$ cat src/rtl/bf16_fp8_drain_if.sv
// Column-capture / lane-stream bus for the BF16 -> FP8 E4M3 drain stage.
// The master side is the producer/consumer environment; the slave side is the drain block.
interface bf16_fp8_drain_if #(
    parameter int unsigned N     = 4,
    parameter int unsigned IDX_W = 2
);
    logic              in_valid;
    logic              in_ready;
    logic [16*N-1:0]   in_data;
    logic signed [5:0] in_scale;
    logic              out_valid;
    logic              out_ready;
    logic [7:0]        out_data;
    logic [IDX_W-1:0]  out_idx;
    logic              out_last;
    logic              sat_sticky;
    logic              sat_clr;

    modport master (
        output in_valid, in_data, in_scale, out_ready, sat_clr,
        input  in_ready, out_valid, out_data, out_idx, out_last, sat_sticky
    );

    modport slave (
        input  in_valid, in_data, in_scale, out_ready, sat_clr,
        output in_ready, out_valid, out_data, out_idx, out_last, sat_sticky
    );
endinterface

$ cat src/rtl/bf16_fp8_drain.sv
// Captures a column of N BF16 accumulator results and streams them out one lane per cycle,
// requantized to FP8 E4M3 with a per-column exponent adjust.
module bf16_fp8_drain #(
    parameter int unsigned N     = 4,
    parameter int unsigned IDX_W = 2
) (
    input logic               clk,
    input logic               rst,
    bf16_fp8_drain_if.slave   bus
);
    typedef enum logic [0:0] {StIdle, StDrain} state_e;

    state_e            r_state;
    logic [15:0]       r_lanes [N];
    logic signed [5:0] r_scale;
    logic [7:0]        r_out_data;
    logic [IDX_W-1:0]  r_out_idx;
    logic              r_out_valid;
    logic              r_out_last;
    logic              r_out_sat;
    logic              r_sat_sticky;

    logic              w_in_ready;
    logic              w_capture;
    logic              w_accept;
    logic              w_load;
    logic [IDX_W-1:0]  w_ld_idx;
    logic [15:0]       w_bf;
    logic signed [9:0] w_ef;
    logic signed [9:0] w_ef_rnd;
    logic [3:0]        w_mant_rnd;
    logic              w_rnd_up;
    logic [7:0]        w_conv_data;
    logic              w_conv_sat;

    assign w_in_ready = (r_state == StIdle) | (r_out_valid & r_out_last & bus.out_ready);
    assign w_capture  = bus.in_valid & w_in_ready;
    assign w_accept   = r_out_valid & bus.out_ready;
    // After a capture the output register is empty, so lane 0 loads on the following edge.
    assign w_load     = (r_state == StDrain) & (~r_out_valid | (bus.out_ready & ~r_out_last));
    assign w_ld_idx   = r_out_valid ? r_out_idx + 1'b1 : '0;
    assign w_bf       = r_lanes[w_ld_idx];

    always_comb begin
        w_rnd_up    = w_bf[3] & ((|w_bf[2:0]) | w_bf[4]);
        w_mant_rnd  = {1'b0, w_bf[6:4]} + {3'b000, w_rnd_up};
        w_ef        = {2'b00, w_bf[14:7]} - 10'd120 + {{4{r_scale[5]}}, r_scale};
        w_ef_rnd    = w_ef + {9'd0, w_mant_rnd[3]};
        w_conv_sat  = 1'b0;
        w_conv_data = {w_bf[15], 7'h00};
        if (w_bf[14:7] == 8'hFF) begin
            w_conv_sat  = 1'b1;
            w_conv_data = {w_bf[15], (w_bf[6:0] != 7'h00) ? 7'h7F : 7'h7E};
        end else if ((w_bf[14:7] == 8'h00) || (w_ef <= 10'sd0)) begin
            w_conv_data = {w_bf[15], 7'h00};
        end else if ((w_ef_rnd > 10'sd15) ||
                     ((w_ef_rnd == 10'sd15) && (w_mant_rnd[2:0] == 3'b111))) begin
            w_conv_sat  = 1'b1;
            w_conv_data = {w_bf[15], 7'h7E};
        end else begin
            w_conv_data = {w_bf[15], w_ef_rnd[3:0], w_mant_rnd[2:0]};
        end
    end

    always_ff @(posedge clk) begin
        if (rst) begin
            r_state      <= StIdle;
            r_out_valid  <= 1'b0;
            r_out_data   <= 8'h00;
            r_out_idx    <= '0;
            r_out_last   <= 1'b0;
            r_out_sat    <= 1'b0;
            r_sat_sticky <= 1'b0;
        end else begin
            if (w_capture) begin
                for (int i = 0; i < N; i++) begin
                    r_lanes[i] <= bus.in_data[16*i +: 16];
                end
                r_scale <= bus.in_scale;
            end
            if (w_accept & r_out_sat) begin
                r_sat_sticky <= 1'b1;
            end else if (bus.sat_clr) begin
                r_sat_sticky <= 1'b0;
            end
            unique case (r_state)
                StIdle: begin
                    if (w_capture) r_state <= StDrain;
                end
                StDrain: begin
                    if (w_accept & r_out_last) begin
                        r_out_valid <= 1'b0;
                        r_out_idx   <= '0;
                        r_out_last  <= 1'b0;
                        if (!w_capture) r_state <= StIdle;
                    end else if (w_load) begin
                        r_out_valid <= 1'b1;
                        r_out_data  <= w_conv_data;
                        r_out_idx   <= w_ld_idx;
                        r_out_last  <= (w_ld_idx == IDX_W'(N - 1));
                        r_out_sat   <= w_conv_sat;
                    end
                end
                default: r_state <= StIdle;
            endcase
        end
    end

    assign bus.in_ready   = w_in_ready;
    assign bus.out_valid  = r_out_valid;
    assign bus.out_data   = r_out_data;
    assign bus.out_idx    = r_out_idx;
    assign bus.out_last   = r_out_last;
    assign bus.sat_sticky = r_sat_sticky;
endmodule
$ cat src/flat_wrapper.sv
// flat-port wrapper written by rule: the top's interface ports become plain ports
module bf16_fp8_drain_flat 
#(
    parameter int unsigned N     = 4,
    parameter int unsigned IDX_W = 2
)
  (clk, rst, bus_in_valid, bus_in_data, bus_in_scale, bus_out_ready, bus_sat_clr, bus_in_ready, bus_out_valid, bus_out_data, bus_out_idx, bus_out_last, bus_sat_sticky);
  bf16_fp8_drain_if #(.N(N), .IDX_W(IDX_W)) bus_i ();
  input logic clk;
  input logic rst;
  input wire logic [$bits(bus_i.in_valid)-1:0] bus_in_valid;
  input wire logic [$bits(bus_i.in_data)-1:0] bus_in_data;
  input wire logic [$bits(bus_i.in_scale)-1:0] bus_in_scale;
  input wire logic [$bits(bus_i.out_ready)-1:0] bus_out_ready;
  input wire logic [$bits(bus_i.sat_clr)-1:0] bus_sat_clr;
  output wire logic [$bits(bus_i.in_ready)-1:0] bus_in_ready;
  output wire logic [$bits(bus_i.out_valid)-1:0] bus_out_valid;
  output wire logic [$bits(bus_i.out_data)-1:0] bus_out_data;
  output wire logic [$bits(bus_i.out_idx)-1:0] bus_out_idx;
  output wire logic [$bits(bus_i.out_last)-1:0] bus_out_last;
  output wire logic [$bits(bus_i.sat_sticky)-1:0] bus_sat_sticky;
  assign bus_i.in_valid = bus_in_valid;
  assign bus_i.in_data = bus_in_data;
  assign bus_i.in_scale = bus_in_scale;
  assign bus_i.out_ready = bus_out_ready;
  assign bus_i.sat_clr = bus_sat_clr;
  assign bus_in_ready = bus_i.in_ready;
  assign bus_out_valid = bus_i.out_valid;
  assign bus_out_data = bus_i.out_data;
  assign bus_out_idx = bus_i.out_idx;
  assign bus_out_last = bus_i.out_last;
  assign bus_sat_sticky = bus_i.sat_sticky;
  bf16_fp8_drain #(.N(N), .IDX_W(IDX_W)) u_core (.clk(clk), .rst(rst), .bus(bus_i));
endmodule
$ cat config.mk
export PLATFORM = sky130hd
export DESIGN_NAME = bf16_fp8_drain_flat
export DESIGN_NICKNAME = d
export VERILOG_FILES = /design/src/rtl/bf16_fp8_drain_if.sv /design/src/rtl/bf16_fp8_drain.sv /design/src/flat_wrapper.sv
export SDC_FILE = /design/constraint.sdc
export NUM_CORES = 1
export LEC_CHECK = 0
export BUFFER_PORTS_ARGS = -buffer_cell sky130_fd_sc_hd__buf_2
export CAP_MARGIN = 25
export CORE_MARGIN = 2
export CORE_UTILIZATION = 52
export DETAILED_ROUTE_END_ITERATION = 6
export GPL_ROUTABILITY_DRIVEN = 1
export HOLD_SLACK_MARGIN = 0.03
export PLACE_DENSITY = 0.8
export SYNTH_ARGS = -nofsm -noshare
export SYNTH_HDL_FRONTEND = slang
export SYNTH_SLANG_ARGS = --single-unit
export TNS_END_PERCENT = 10
$ cat constraint.sdc
create_clock -name clk -period 4.43 [get_ports clk]
set_input_delay 0.443 -clock clk [delete_from_list [all_inputs] [get_ports clk]]
set_output_delay 0.443 -clock clk [all_outputs]
set_load 0.05 [all_outputs]
==> flow_metrics.env, run 1 <==
export IMPL_cts_num_sinks=85
export IMPL_synth_top_area_share_pct=52.4
export IMPL_clock_root_buffer="clkbuf_8"
export IMPL_finalCriticalPeriod_ps=4230
export IMPL_dpl_hpwl_um=5910
export IMPL_path_buf_inv=2
export IMPL_power_density_nw_per_um2=396
export IMPL_htreeDepth=3
export IMPL_layout_commonest_cell="buf_2"
export IMPL_path_cells="and2b_1 -> o21ai_4 -> buf_12 -> mux4_2 -> ha_1 -> xor2_1 -> ha_1 -> and3_1 -> a221oi_4 -> nor4bb_1 -> a211oi_2 -> nand2_1 -> o22a_1 -> o41ai_4 -> buf_4 -> a311oi_1"
export IMPL_post_route_period_util_pct=95.5
export IMPL_crit_arrival_ps=4450
export IMPL_avgSynthCellArea_sq_um=14.4
export IMPL_synth_distinct_cells=56
export IMPL_tightest_slew_ps=960
export IMPL_setup_violations=0
export IMPL_grt_max_degree=47
export IMPL_cp_end_kind="flop"
export IMPL_status="finished, final reports clean"
export IMPL_synthTopCellsByArea="edfxtp_1 (52%), mux4_2 (7.9%), dfxtp_1 (7.5%)"
export IMPL_seq_area_frac_synth_pct=59.9
export IMPL_cellLeakagePower_nw=1.91
export IMPL_n_antenna_cell=0
export IMPL_numPortBuffers=88
export IMPL_cp_common_cell="ha_1"
export IMPL_met2_usage_pct=31.1
export IMPL_final_cell_mix="buf_2 (88), edfxtp_1 (70), nor2_1 (19), ha_1 (15)"
export IMPL_wl_per_cell_um=16.1
export IMPL_die_area_sq_um=8440
export IMPL_clk_latency_ps=350
export IMPL_synth_edf_count=70
export IMPL_async_flop_share_pct=0
export IMPL_grt_antenna_before_repair=0
export IMPL_vias=2673
export IMPL_skew_ps=9.20
export IMPL_coreArea_sq_um=7610
export IMPL_fmaxAchievable_mhz=236
export IMPL_dp_cells=469
export IMPL_routed_wl_um=7870
export IMPL_drtIter0Drc=128
export IMPL_cts_buffers=9
export IMPL_fp_dieW_um=91.8
export IMPL_grt_usage_pct=19.5
export IMPL_fin_ws_ps=197
export IMPL_grt_pass1_vias=2658
export IMPL_met3_usage_pct=5.01
export IMPL_cts_tree="yes"
export IMPL_drt_pass1_iterations=4
export IMPL_place_congestion=0.848
export IMPL_drc=0
export IMPL_multi_input_area_sq_um=1570
export IMPL_drive_gt1_share_pct=37.8
export IMPL_grt_pass1_wl_um=12600
export IMPL_yosysTopAreaCell="edfxtp_1"
export IMPL_timing_max_cap_violations=0
export IMPL_grt_met1_usage_pct=25.3
export IMPL_finalHoldViolations=0
export IMPL_row_count=32
export IMPL_required_ps=4640
export IMPL_avgViaCountPerCell=5.48
export IMPL_peakVddDrop_v=0.000387
export IMPL_pre_cts_slack_ps=62.0
export IMPL_r2r_setup_slack_ps=200
export IMPL_ys_warn_count=0
export IMPL_die_h_um=91.8
export IMPL_fillers=554
export IMPL_syn_nets=370
export IMPL_path_delay_family="compound AO/OA/AOI/OAI gates"
export IMPL_finalMaxSlewViolations=0
export IMPL_synth_cells=279
export IMPL_fin_nets=472
export IMPL_cp_max_fo=10
export IMPL_path_class="reg2reg"
export IMPL_seq_area_sq_um=2400
export IMPL_area_delta_synth_final_pct=22.6
export IMPL_cts_hold_fix_buffers=0
export IMPL_slew_headroom_pct=36.0
export IMPL_synth_ff_type="edfxtp_1"
export IMPL_syn_cell_area_sq_um=4010
export IMPL_clockBufferDepth=2
export IMPL_hp_class="in2reg"
export IMPL_top_usage_layer="met2"
export IMPL_ys_seq_elements=85
export IMPL_start_util_pct=52.7
export IMPL_slowest_stage="dfxtp_2"
export IMPL_drt_antenna_violating_nets=0
export IMPL_startpoint_type="flop"
export IMPL_final_cells=488
export IMPL_overflow=0
export IMPL_slowest_delay_ps=390
export IMPL_io_pins=89
export IMPL_clkTransAtPathRegs_ps=90
cell usage after synthesis, types with 6 or more instances:
master / number
ha_1: 15
nand2_1: 8
nor3_1: 6
nor2b_1: 6
xnor2_1: 9
nand4_1: 7
o21ai_0: 9
mux4_2: 14
nor2_1: 19
a21oi_1: 10
edfxtp_1: 70
dfxtp_1: 15
inv_1: 9
a311oi_1: 7
cell type report:
cell class | instances | share of cell area (%)
inverters | 9 | 0.687
well taps | 102 | 2.59
multi-input cells | 177 | 31.8
flip-flops and latches | 85 | 48.9
repair buffers | 99 | 10.9
clock buffers | 9 | 2.52
clock inverters | 7 | 2.64
state kept, by name, indices dropped and copies added, names as in the netlist:
signal	count
u_core.bus.out_data	8
u_core.bus.out_idx	2
u_core.bus.out_last	1
u_core.bus.out_valid	1
u_core.bus.sat_sticky	1
u_core.r_lanes	64
u_core.r_out_sat	1
u_core.r_scale	6
u_core.r_state	1
layer usage:
| layer | share of wire, % | wire length [um] |
|---|---|---|
| met4 | 2.5 | 193 |
| met3 | 4.0 | 312 |
| met2 | 49 | 3890 |
| met1 | 44 | 3470 |
| met5 | 0 | 0 |
power by group:
group / internal (mW) / total (mW) / leakage, nW / switching, mW
clock network: 0.385 / 0.674 / 0.128 / 0.289
logic: 0.153 / 0.354 / 1.01 / 0.201
registers: 0.904 / 0.921 / 0.772 / 0.0167
total: 1.44 / 1.95 / 1.91 / 0.506
worst paths after layout:
| kind | end | start | cells past startpoint |
|---|---|---|---|
| setup / recovery | u_core.bus.out_data[5]$_SDFFE_PP0P_ | u_core.bus.out_idx[1]$_SDFFE_PP0P_ | 16 |
| hold / removal | u_core.r_lanes[2][4]$_DFFE_PP_ | bus_in_data[36] | 1 |
| setup reg to reg | u_core.bus.out_data[5]$_SDFFE_PP0P_ | u_core.bus.out_idx[1]$_SDFFE_PP0P_ | 16 |
| hold reg to reg | u_core.bus.sat_sticky$_SDFFE_PP0P_ | u_core.bus.sat_sticky$_SDFFE_PP0P_ | 2 |
logic make-up (layout without fill, tap and decap cells):
logic type | Yosys count | in the layout | synth area share [%]
flops | 85 | 85 | 59.9
buf+inv | 17 | 124 | 2.09
mux | 16 | 16 | 8.39
compound gates | 53 | 53 | 10.1
fa+ha+maj | 16 | 16 | 5.18
simple gates | 78 | 78 | 10.9
xor+xnor | 14 | 14 | 3.43
timing repair:
action                     CTS  global route
gates resized for setup      0             7
setup buffers                0             3
setup endpoints to repair    0             8
hold endpoints to repair     0             0
stage by stage:
stage / setup TNS [ps] / utilization (%) / hold slack (ps) / instance area [sq um] / power, mW
final: 0 / 64.7 / 259 / 4920 / 1.95
after global routing: -10.0 / 64.7 / 236 / 4920 / 2.03
after CTS: 0 / 63.7 / 240 / 4850 / 1.94
after detailed placement: 0 / 60.4 / 476 / 4590 / 1.27
after global placement: 0 / 60.4 / 458 / 4590 / 1.26
after floorplan: 0 / - / 460 / 4010 / 1.18
worst register-to-register path: stages, from the launching register on:
cell,delay [ps]
dfxtp_2,390
and2b_1,230
o21ai_4,180
buf_12,150
mux4_2,360
ha_1,260
xor2_1,170
ha_1,350
and3_1,250
a221oi_4,330
nor4bb_1,110
a211oi_2,310
nand2_1,140
o22a_1,270
o41ai_4,310
buf_4,200
a311oi_1,90
(Power assumes the default switching activity.)
==> run 2, diff against run 1 <==
Settings changed: BUFFER_PORTS_ARGS -buffer_cell sky130_fd_sc_hd__buf_2 to default, DONT_BUFFER_PORTS from default to 1, PLACE_DENSITY 0.8 to 0.7.
==> run 2 against run 1 <==
  * Sequential power up 2.7%
  * Core utilization is 6.5 points lower
  * Non-clock buffer count shrank 84
  * Die area stayed put
  * Global-route usage is 1.5 points lower
  * Wire length fell by 7.8%
  * Via count is 13% lower
  * Sequential share of layout area up 5.5 points
  * Setup slack better by 3.8 ps
  * Flip-flop and latch count stayed put
  * Critical path type unchanged
  * Largest power group unchanged
==> flow_metrics.env, run 2 (synthesis results as in run 1) <==
export IMPL_status="finished, final reports clean"
export IMPL_grt_usage_pct=18.0
export IMPL_min_from="rst"
export IMPL_timing_max_cap_violations=0
export IMPL_grt_pass1_vias=2280
export IMPL_cts_tree="yes"
export IMPL_reg2reg_depth=15
export IMPL_highest_layer="met4"
export IMPL_clk_latency_ps=350
export IMPL_hp_class="in2reg"
export IMPL_wl_per_cell_um=18.0
export IMPL_tightest_slew_ps=869
export IMPL_numPortBuffers=0
export IMPL_vias=2321
export IMPL_skew_ps=16.4
export IMPL_largest_reg_flops=64
export IMPL_drt_antenna_violating_nets=0
export IMPL_post_route_period_util_pct=95.5
export IMPL_dp_cells=380
export IMPL_grt_pass1_wl_um=11600
export IMPL_grt_max_degree=71
export IMPL_r2r_end="u_core.bus.out_data[4]$_SDFFE_PP0P_"
export IMPL_setup_violations=0
export IMPL_io_pins=89
export IMPL_dpl_hpwl_um=5390
export IMPL_peakVddDrop_v=0.000282
export IMPL_hold_path_depth=1
export IMPL_startpoint_type="flop"
export IMPL_layout_commonest_cell="edfxtp_1"
export IMPL_fin_nets=388
export IMPL_drc=0
export IMPL_timing_rr_start="u_core.bus.out_idx[0]$_SDFFE_PP0P_"
export IMPL_routed_wl_um=7260
export IMPL_clock_root_buffer="clkbuf_8"
export IMPL_clockBufferDepth=2
export IMPL_path_class="reg2reg"
export IMPL_cp_max_fo=7
export IMPL_overflow=0
export IMPL_coreArea_sq_um=7610
export IMPL_grt_antenna_before_repair=0
export IMPL_n_antenna_cell=0
export IMPL_cp_end_kind="flop"
export IMPL_finalHoldViolations=0
export IMPL_drtIter0Drc=121
export IMPL_power_density_nw_per_um2=390
export IMPL_fp_dieW_um=91.8
export IMPL_tns_ps=0
export IMPL_min_to="u_core.bus.sat_sticky$_SDFFE_PP0P_"
export IMPL_finalMaxSlewViolations=0
export IMPL_timing_hold_ws_ps=145
export IMPL_final_cell_mix="edfxtp_1 (70), nor2_1 (19), ha_1 (15), buf_4 (15), dfxtp_1 (15)"
export IMPL_cts_buffers=9
export IMPL_fmaxAchievable_mhz=236
export IMPL_clkTransAtPathRegs_ps=100
export IMPL_slew_headroom_pct=42.1
export IMPL_required_ps=4640
export IMPL_finalCriticalPeriod_ps=4230
export IMPL_avgViaCountPerCell=5.75
export IMPL_row_count=32
export IMPL_drt_pass1_iterations=4
export IMPL_grt_setup_unrepaired="false"
export IMPL_wl_met3_um=391
export IMPL_final_cells=404
export IMPL_routedLengthMet1_um=3290
export IMPL_die_h_um=91.8
export IMPL_dr_wl_met2_um=3440
export IMPL_htreeDepth=3
export IMPL_die_area_sq_um=8440
export IMPL_crit_arrival_ps=4430
export IMPL_cellLeakagePower_nw=1.52
export IMPL_r2r_setup_slack_ps=200
export IMPL_top_register="u_core.r_lanes"
export IMPL_area_delta_synth_final_pct=10.2
export IMPL_place_congestion=0.832
export IMPL_drive_gt1_share_pct=19.5
export IMPL_cts_num_sinks=85
export IMPL_start_util_pct=52.7
-- run 2: cell count changes in the layout (fill, tap and decap cells not counted), sizes merged --
cell | previous run | this run
buf | 99 | 15
bufinv | 3 | 0
clkinv | 1 | 4
clkinvlp | 0 | 2
inv | 12 | 10
-- run 2: stage by stage --
step / utilization, % / power (mW) / setup WS [ps] / instance area [sq um]
after floorplan: - / 1.18 / 124 / 4010
after global placement: 54.5 / 1.22 / 250 / 4140
final: 58.1 / 1.73 / 201 / 4420
after global routing: 58.1 / 1.80 / 1.09 / 4420
after detailed placement: 54.5 / 1.23 / 63.0 / 4140
after CTS: 56.9 / 1.72 / 28.3 / 4330
-- run 2: critical path: stages, from the launching register on --
cell and delay (ps):
dfxtp_1 380, and2b_1 220, o21ai_4 270, mux4_2 390, ha_1 260, xor2_1 170
ha_1 350, and3_1 250, a221oi_4 300, xnor2_1 240, and4_4 290, nand3b_1 80
o22a_1 220, o41ai_4 370, buf_4 200, a311oi_1 90
-- run 2: worst max path at each step --
stage                                             startpoint                             endpoint  slack [ps]  cells past startpoint
after floorplan           u_core.bus.out_idx[0]$_SDFFE_PP0P_  u_core.bus.out_data[1]$_SDFFE_PP0P_         120                     14
after global placement    u_core.bus.out_idx[0]$_SDFFE_PP0P_  u_core.bus.out_data[3]$_SDFFE_PP0P_         250                     13
after detailed placement  u_core.bus.out_idx[0]$_SDFFE_PP0P_  u_core.bus.out_data[4]$_SDFFE_PP0P_          60                     13
after CTS                 u_core.bus.out_idx[0]$_SDFFE_PP0P_  u_core.bus.out_data[4]$_SDFFE_PP0P_          30                     13
after global routing      u_core.bus.out_idx[0]$_SDFFE_PP0P_  u_core.bus.out_data[5]$_SDFFE_PP0P_           1                     15
final                     u_core.bus.out_idx[0]$_SDFFE_PP0P_  u_core.bus.out_data[4]$_SDFFE_PP0P_         200                     15
-- run 2: final cells by class --
| cell class | instances | area [sq um] |
|---|---|---|
| fillers | 620 | 3190 |
| flip-flops and latches | 85 | 2400 |
| multi-input cells | 177 | 1560 |
| well taps | 102 | 128 |
| clock buffers | 9 | 124 |
| repair buffers | 15 | 113 |
| clock inverters | 7 | 61.3 |
| inverters | 9 | 33.8 |
-- run 2: timing repair --
| item | 4_1_cts | 5_1_grt |
|---|---|---|
| setup buffers | 0 | 8 |
| hold buffers | 0 | 0 |
| gates resized for setup | 0 | 5 |
| endpoints found under the hold margin | 0 | 0 |
| endpoints found under the setup margin | 0 | 8 |
-- run 2: report_power, final --
| group | switching [mW] | leakage (nW) | total, mW | internal, mW |
|---|---|---|---|---|
| logic | 0.159 | 0.663 | 0.284 | 0.125 |
| clock network | 0.286 | 0.0862 | 0.496 | 0.210 |
| registers | 0.0421 | 0.771 | 0.946 | 0.904 |
| total | 0.487 | 1.52 | 1.73 | 1.24 |
-- run 2: routing by layer --
metal	track usage, %	up-vias
li1	-	1135
met1	24.0	1108
met2	27.3	68
met3	5.67	10
met4	7.84	0
met5	0	-
